`config.mk`:
```
export PLATFORM = sky130hd
export DESIGN_NAME = multi_adc_burst_reader
export DESIGN_NICKNAME = d
export VERILOG_FILES = /design/src/rtl/multi_adc_burst_reader.sv
export SDC_FILE = /design/constraint.sdc
export NUM_CORES = 1
export LEC_CHECK = 0
export CAP_MARGIN = 10
export CORE_ASPECT_RATIO = 1.2
export CORE_UTILIZATION = 41
export DETAILED_ROUTE_END_ITERATION = 8
export RECOVER_POWER = 25
export SYNTH_ARGS = -nofsm -noshare
export SYNTH_HDL_FRONTEND = slang
export SYNTH_SLANG_ARGS = --single-unit
```
`constraint.sdc`:
```
create_clock -name iCLK -period 17.9 [get_ports iCLK]
set_input_delay 2.685 -clock iCLK [delete_from_list [all_inputs] [get_ports iCLK]]
set_output_delay 2.685 -clock iCLK [all_outputs]
set_load 0.02 [all_outputs]
```
`src/rtl/multi_adc_burst_reader.sv`:
```
// multi_adc_burst_reader: shared SCLK/CS burst readout of several serial ADCs into per-channel FIFOs
module multi_adc_burst_reader #(
    parameter int          pADC_CHANNELS = 4,
    parameter int          pFRAME_BITS   = 16,
    parameter int          pLEAD_BITS    = 2,
    parameter int          pADC_BITS     = 12,
    parameter int          pDATA_WIDTH   = 16,
    parameter int          pDIV_WIDTH    = 16,
    parameter int          pCONV_WIDTH   = 12,
    parameter int          pQUIET        = 4,
    parameter logic [7:0]  pACTIVE_EDGE  = "F"
) (
    input  logic                                 iCLK,
    input  logic                                 iRST,
    input  logic                                 iEN,
    input  logic                                 iSTART,
    input  logic [pCONV_WIDTH-1:0]               iCONV_NUM,
    input  logic [pDIV_WIDTH-1:0]                iCLK_DIV,
    input  logic                                 iTEST_MODE,
    output logic                                 oBUSY,
    output logic                                 oCOMPL,
    output logic                                 oERROR,
    output logic [pADC_CHANNELS-1:0]             oOVF,
    output logic                                 oSCLK,
    output logic                                 oCS,
    input  logic [pADC_CHANNELS-1:0]             iSDATA,
    output logic [pADC_CHANNELS-1:0]             oFIFO_WR,
    output logic [pADC_CHANNELS*pDATA_WIDTH-1:0] oFIFO_DATA,
    input  logic [pADC_CHANNELS-1:0]             iFIFO_AFULL
);
    localparam int   EW       = $clog2(2*pFRAME_BITS);
    localparam logic SAMP_LVL = (pACTIVE_EDGE == "F");
    typedef enum logic [2:0] {IDLE, CS_SETUP, SHIFT, WRITE, QUIET, DONE} state_t;
    state_t                   state_q;
    logic                     cs_q, sclk_q, compl_q, err_q, test_q;
    logic [pADC_CHANNELS-1:0] ovf_q;
    logic [pDIV_WIDTH-1:0]    div_q, cnt_q;
    logic [EW-1:0]            edge_q;
    logic [pCONV_WIDTH-1:0]   conv_q, num_q;
    logic [pFRAME_BITS-1:0]   sh_q   [pADC_CHANNELS];
    logic [pDATA_WIDTH-1:0]   data_q [pADC_CHANNELS];
    logic [pADC_BITS-1:0]     pay    [pADC_CHANNELS];
    logic                     tick, quiet_end;
    assign tick      = cnt_q == div_q - pDIV_WIDTH'(1);
    assign quiet_end = cnt_q == pDIV_WIDTH'(pQUIET-1);
    always_comb
        for (int c = 0; c < pADC_CHANNELS; c++)
            pay[c] = test_q ? pADC_BITS'(conv_q) + pADC_BITS'(c) : sh_q[c][pFRAME_BITS-1-pLEAD_BITS -: pADC_BITS];
    assign oBUSY    = state_q != IDLE;
    assign oCOMPL   = compl_q;
    assign oERROR   = err_q;
    assign oOVF     = ovf_q;
    assign oSCLK    = sclk_q;
    assign oCS      = cs_q;
    assign oFIFO_WR = {pADC_CHANNELS{state_q == WRITE && iEN}} & ~iFIFO_AFULL;
    for (genvar g = 0; g < pADC_CHANNELS; g++)
        assign oFIFO_DATA[g*pDATA_WIDTH +: pDATA_WIDTH] = oFIFO_WR[g] ? pDATA_WIDTH'(pay[g]) : data_q[g];
    always_ff @(posedge iCLK or posedge iRST) begin
        if (iRST) begin
            state_q <= IDLE;
            cs_q    <= 1'b1;
            sclk_q  <= 1'b1;
            compl_q <= 1'b0;
            err_q   <= 1'b0;
            test_q  <= 1'b0;
            ovf_q   <= '0;
            div_q   <= pDIV_WIDTH'(1);
            cnt_q   <= '0;
            edge_q  <= '0;
            conv_q  <= '0;
            num_q   <= '0;
            for (int c = 0; c < pADC_CHANNELS; c++) begin
                sh_q[c]   <= '0;
                data_q[c] <= '0;
            end
        end else begin
            compl_q <= 1'b0;
            if (!iEN) begin
                state_q <= IDLE;
                cs_q    <= 1'b1;
                sclk_q  <= 1'b1;
            end else begin
                case (state_q)
                    IDLE: if (iSTART) begin
                        ovf_q  <= '0;
                        err_q  <= 1'b0;
                        num_q  <= iCONV_NUM;
                        div_q  <= iCLK_DIV == '0 ? pDIV_WIDTH'(1) : iCLK_DIV;
                        test_q <= iTEST_MODE;
                        conv_q <= '0;
                        cnt_q  <= '0;
                        if (iCONV_NUM == '0) begin
                            state_q <= DONE;
                            compl_q <= 1'b1;
                        end else begin
                            state_q <= CS_SETUP;
                            cs_q    <= 1'b0;
                        end
                    end
                    CS_SETUP: if (tick) begin
                        state_q <= SHIFT;
                        cnt_q   <= '0;
                        edge_q  <= '0;
                    end else cnt_q <= cnt_q + pDIV_WIDTH'(1);
                    SHIFT: if (tick) begin
                        cnt_q  <= '0;
                        sclk_q <= ~sclk_q;
                        edge_q <= edge_q + EW'(1);
                        // sample the line value held just before the selected SCLK transition
                        if (sclk_q == SAMP_LVL)
                            for (int c = 0; c < pADC_CHANNELS; c++)
                                sh_q[c] <= {sh_q[c][pFRAME_BITS-2:0], iSDATA[c]};
                        if (edge_q == EW'(2*pFRAME_BITS-1)) begin
                            state_q <= WRITE;
                            cs_q    <= 1'b1;
                        end
                    end else cnt_q <= cnt_q + pDIV_WIDTH'(1);
                    WRITE: begin
                        for (int c = 0; c < pADC_CHANNELS; c++)
                            if (!iFIFO_AFULL[c]) data_q[c] <= pDATA_WIDTH'(pay[c]);
                        ovf_q   <= ovf_q | iFIFO_AFULL;
                        err_q   <= err_q | (|iFIFO_AFULL);
                        conv_q  <= conv_q + pCONV_WIDTH'(1);
                        cnt_q   <= '0;
                        state_q <= QUIET;
                    end
                    QUIET: if (quiet_end) begin
                        cnt_q <= '0;
                        if (conv_q == num_q) begin
                            state_q <= DONE;
                            compl_q <= 1'b1;
                        end else begin
                            state_q <= CS_SETUP;
                            cs_q    <= 1'b0;
                        end
                    end else cnt_q <= cnt_q + pDIV_WIDTH'(1);
                    DONE:    state_q <= IDLE;
                    default: state_q <= IDLE;
                endcase
            end
        end
    end
endmodule

```
Word level (Yosys, flattened, before mapping)
Index checks and enable logic that the tools add are counted.
{"block": "op_classes", "add_sub_neg": 6, "n_mul": 0, "div_mod_pow": 0, "order_cmp": 0, "eq_ne": 21, "shift": 0, "mux": 48, "bitwise": 9, "n_reduce_logical": 22}
{"cell": "2-to-1 mux 12 bit", "count": 9}
{"cell": "2-to-1 mux 16 bit", "count": 4}
{"cell": "case mux 16 bit (4 select lines)", "count": 1}
{"cell": "adder 12 x 2 -> 12 bit, second input constant", "count": 2}
{"cell": "2-to-1 mux 3 bit", "count": 8}
{"cell": "case mux 12 bit (2 select lines)", "count": 1}
{"cell": "inequality test 3 bit, second input constant", "count": 7}
{"cell": "AND reduction 3 bit", "count": 7}
{"cell": "adder 16 x 1 -> 16 bit, second input constant", "count": 1}
{"cell": "== test 16 bit", "count": 1}
{"cell": "== test 16 x 2 -> 1 bit, second input constant", "count": 1}
{"cell": "zero test 16 bit", "count": 1}
{"cell": "2-to-1 mux 1 bit", "count": 16}
{"cell": "subtractor 16 x 1 -> 16 bit, second input constant", "count": 1}
{"cell": "case mux 3 bit (5 select lines)", "count": 1}
{"cell": "adder 12 x 1 -> 12 bit, second input constant", "count": 1}
{"cell": "== test 12 bit", "count": 1}
{"cell": "zero test 12 bit", "count": 1}
{"cell": "2-to-1 mux 5 bit", "count": 2}
{"cell": "case mux 5 bit (2 select lines)", "count": 1}
{"cell": "case mux 4 bit (2 select lines)", "count": 1}
{"cell": "AND reduction 4 bit", "count": 2}
{"cell": "AND reduction 7 bit", "count": 1}
{"cell": "== test 3 x 2 -> 1 bit, second input constant", "count": 2}
{"cell": "24 further kinds", "count": 33}
{"block": "word_totals", "reg_bits": 177, "latchBits": 0, "mem_bits_rw": 0, "romBits": 0, "output_inout_bits": 77, "memories": 0}

Longest topological paths before layout
{"block": "logic_depth", "word_depth": 5, "mapped_depth": 12, "mapped_depth_nobuf": 9}

Worst setup path before layout
Ideal clock, no wire load.
{"block": "synth_timing", "path_kind": "input to output", "from": "in iEN", "to": "out oFIFO_DATA[32]", "arrival_ps": 4598, "required_ps": 15215, "setup_slack_ps": 10617, "cell_stages": 8, "n_path_buf": 4, "cell_sequence": "clkbuf_1 -> inv_1 -> nor3_1 -> clkbuf_1 -> nand2b_1 -> clkbuf_1 -> clkbuf_1 -> o21ai_0"}
{"block": "synth_between", "elab_chain_cells": 3}
{"element": "start: declaration", "line": "15", "rtl": "input logic iEN,"}
{"element": "logical AND 1 bit", "line": "55", "rtl": "assign oFIFO_WR = {pADC_CHANNELS{state_q == WRITE && iEN}} & ~iFIFO_AFULL;"}
{"element": "bitwise AND 4 bit", "line": "55"}
{"element": "2-to-1 mux 12 bit", "line": "57", "rtl": "assign oFIFO_DATA[g*pDATA_WIDTH +: pDATA_WIDTH] = oFIFO_WR[g] ? pDATA_WIDTH'(pay[g]) : data_q[g];"}
{"element": "end: declaration", "line": "28", "rtl": "output logic [pADC_CHANNELS*pDATA_WIDTH-1:0] oFIFO_DATA,"}
Every way passes these cells.

Final worst setup path
{"block": "layout_timing", "from": "in iEN", "to": "out oFIFO_DATA[56]"}
Same word-level chain as after synthesis.

==> out/qor.yml <==
end_kind: "primary output"
rsz0062_at_grt: "false"
rows: 60
combinationalPowerShare_pct: 16.3
cts_buffers: 17
holdBufCountCts: 0
crit_type: "in -> out"
drc_errors: 0
synth_seq_cells: 177
grt_pass1_vias: 7071
max_freq_mhz: 115
synthToLayoutAreaGrowth_pct: 17.4
grt_max_degree: 67
antenna_found_initial: 0
drt_iter0_drc: 597
finalCritPeriodShare_pct: 48.6
dieArea_um2: 23500
finalHoldViolCount: 0
cts_tree: "built"
fin_nets: 1102
synth_compound_area_share_pct: 13.6
pin_count: 118
hp-class: "reg -> reg"
status: "finished, violations left"
power.switching_uw: 295
setup_viol: 0
async_reset_ff_share_pct: 100
place_area_um2: 10500
grt-ovfl-total: 0
grt_pass1_wl_um: 36900
port_buffers: 101
yosys.area_share.simple_pct: 17.4
grt_usage_pct: 20.1
seq_power_share_pct: 45.5
stdcell_count: 1345
insertion_delay_ns: 0.43
fillers: 2093
synthXorXnorAreaFrac_pct: 5.88
finalMaxSlewViolations: 153
final_cell_mix: "dfrtp_1, nand2_1, o21ai_0, clkdlybuf4s50_1, nor2_1"
p_clk_share_pct: 38.2
synth_cell_types: 67
yosysWarnings: 0
clkSlewWorstSetupHoldPaths_ns: 0.07
path_max_fanout: 28
ys_seq_area_share_pct: 47.2
period_needed_ns: 8.70
cts_resized: 0
core_area_um2: 22400
stdcell_area_um2: 11000
start_kind: "primary input"
power.share.switching_pct: 30.0
peakVddDrop_mv: 0.0577
start_util_pct: 41.8
routed-via-count: 7310
syn_area_um2: 9390
synth_adder_area_share_pct: 1.07
routed_wl_um: 22800
synth.avg_cell_area_um2: 9.50
routedWlPerCell_um: 16.9
chipWidth_um: 140
finClkSkew_ns: 0.0105
worst_pin_slew_ns: 3.38
timing.setup.tns_ns: 0
synth_top_family_by_area: "simple AND/OR/NAND/NOR gates"
h-tree-depth: 4
synthFlopType: "dfrtp_1"
netlist_instances: 988
mostFrequentLayoutCell: "dfrtp_1"
crit_required_ns: 15.21
dp_hpwl_um: 15900
maxCapViolCount: 3
powerDensity_nw_per_um2: 89.1
synth_mux_area_share_pct: 9.65
vias_per_cell: 5.43
cts.sinks: 177
p_int_uw: 688
worstPathArrival_ns: 6.02
worst_slew_margin_rel_pct: -125
fp.dieH_um: 168
violations: "capacitance limit, slew limit"
multi_input_area_um2: 4520
post-cts-setup-buffers: 0
drive_gt1_share_pct: 7.04
drtPass1Iterations: 5
gp_routability_congestion: 0.829
cts_root_buf: "clkbuf_16"
fin_util_pct: 49.1
regArea_um2: 4430
p_leak_nw: 4.90
cts_buffer_depth: 2
synth_edf_count: 0
num_antenna_cells: 0
placed_cells: 1313
ant_nets: 0
## cells by family after synthesis
family | count (synthesis)
buffers and inverters | 99
adder cells (fa/ha/maj) | 8
AO/OA/AOI/OAI | 217
other | 1
AND/OR/NAND/NOR | 340
XOR/XNOR | 63
flip-flops | 177
multiplexers | 83
## metal layers
metal	up-vias	global-route usage [%]	part of all wire, %
met5	-	0	0
met4	0	5.88	1.4
met3	22	3.20	4.2
met2	182	33.9	49
met1	3575	26.5	45
li1	3531	-	-
## registers in the layout, summed over array words and instances, names as in the netlist
| register | count |
|---|---|
| sh_q | 56 |
| data_q | 48 |
| cnt_q | 16 |
| div_q | 16 |
| conv_q | 12 |
| num_q | 12 |
| edge_q | 5 |
| oOVF | 4 |
| state_q | 3 |
| oCOMPL | 1 |
| oCS | 1 |
| oERROR | 1 |
| oSCLK | 1 |
| test_q | 1 |
## critical path, stage by stage
cell	delay, ns
dlygate4sd3_1	0.66
inv_1	0.20
nor3_1	0.08
buf_4	0.21
nand2b_1	0.63
clkinv_1	0.49
o311ai_0	0.26
o21a_1	0.19
clkdlybuf4s50_1	0.60
## Yosys cell counts (16+ instances only)
master    count  area share (%)
a21oi_1      45             2.4
mux2_1       40             4.8
buf_4        16             1.3
nand2_1     161             6.4
nor2_1       57             2.3
dfrtp_1     174              46
mux2i_1      23             2.5
nand3_1      24             1.3
xnor2_1      25             2.3
o21ai_0     115             6.1
mux2_2       20             2.4
clkbuf_1     47             1.9
inv_1        19            0.76
xor2_1       38             3.5
## per-stage QoR
step                      setup slack (ns)  hold slack, ns  power, mW
after floorplan                      10.42           0.439      0.565
after global placement                9.41           0.451      0.614
after detailed placement              9.29           0.460      0.616
after CTS                             9.27           0.475      0.994
after global routing                  8.96           0.491       1.03
final                                 9.20           0.469      0.983
## path summary, 6_finish.rpt
| kind | start | to | slack (ns) | cells after the start |
|---|---|---|---|---|
| min in group asynchronous | iRST | div_q[3] | 3.32 | 2 |
| max | iEN | oFIFO_DATA[56] | 9.20 | 9 |
| max in group asynchronous | iRST | sh_q[16] | 10.58 | 3 |
| min | data_q[39] | data_q[39] | 0.47 | 2 |
| min reg2reg | data_q[39] | data_q[39] | 0.47 | 2 |
| max reg2reg | div_q[1] | sh_q[53] | 13.30 | 10 |
## power by group through the flow
stage / clock network (mW) / logic (mW) / registers, mW
final: 0.376 / 0.160 / 0.447
after global routing: 0.397 / 0.178 / 0.451
after CTS: 0.384 / 0.162 / 0.447
after detailed placement: 0 / 0.162 / 0.455
after global placement: 0 / 0.160 / 0.454
after floorplan: 0 / 0.121 / 0.444
## layout make-up
type                    instances  area share, %
clock buffers                  18           3.98
clock inverters                14           1.32
inverters                      21          0.726
multi-input cells             727           41.0
flip-flops and latches        177           40.2
well taps                     279           3.17
repair buffers                109           9.65
(Power assumes the default switching activity.)
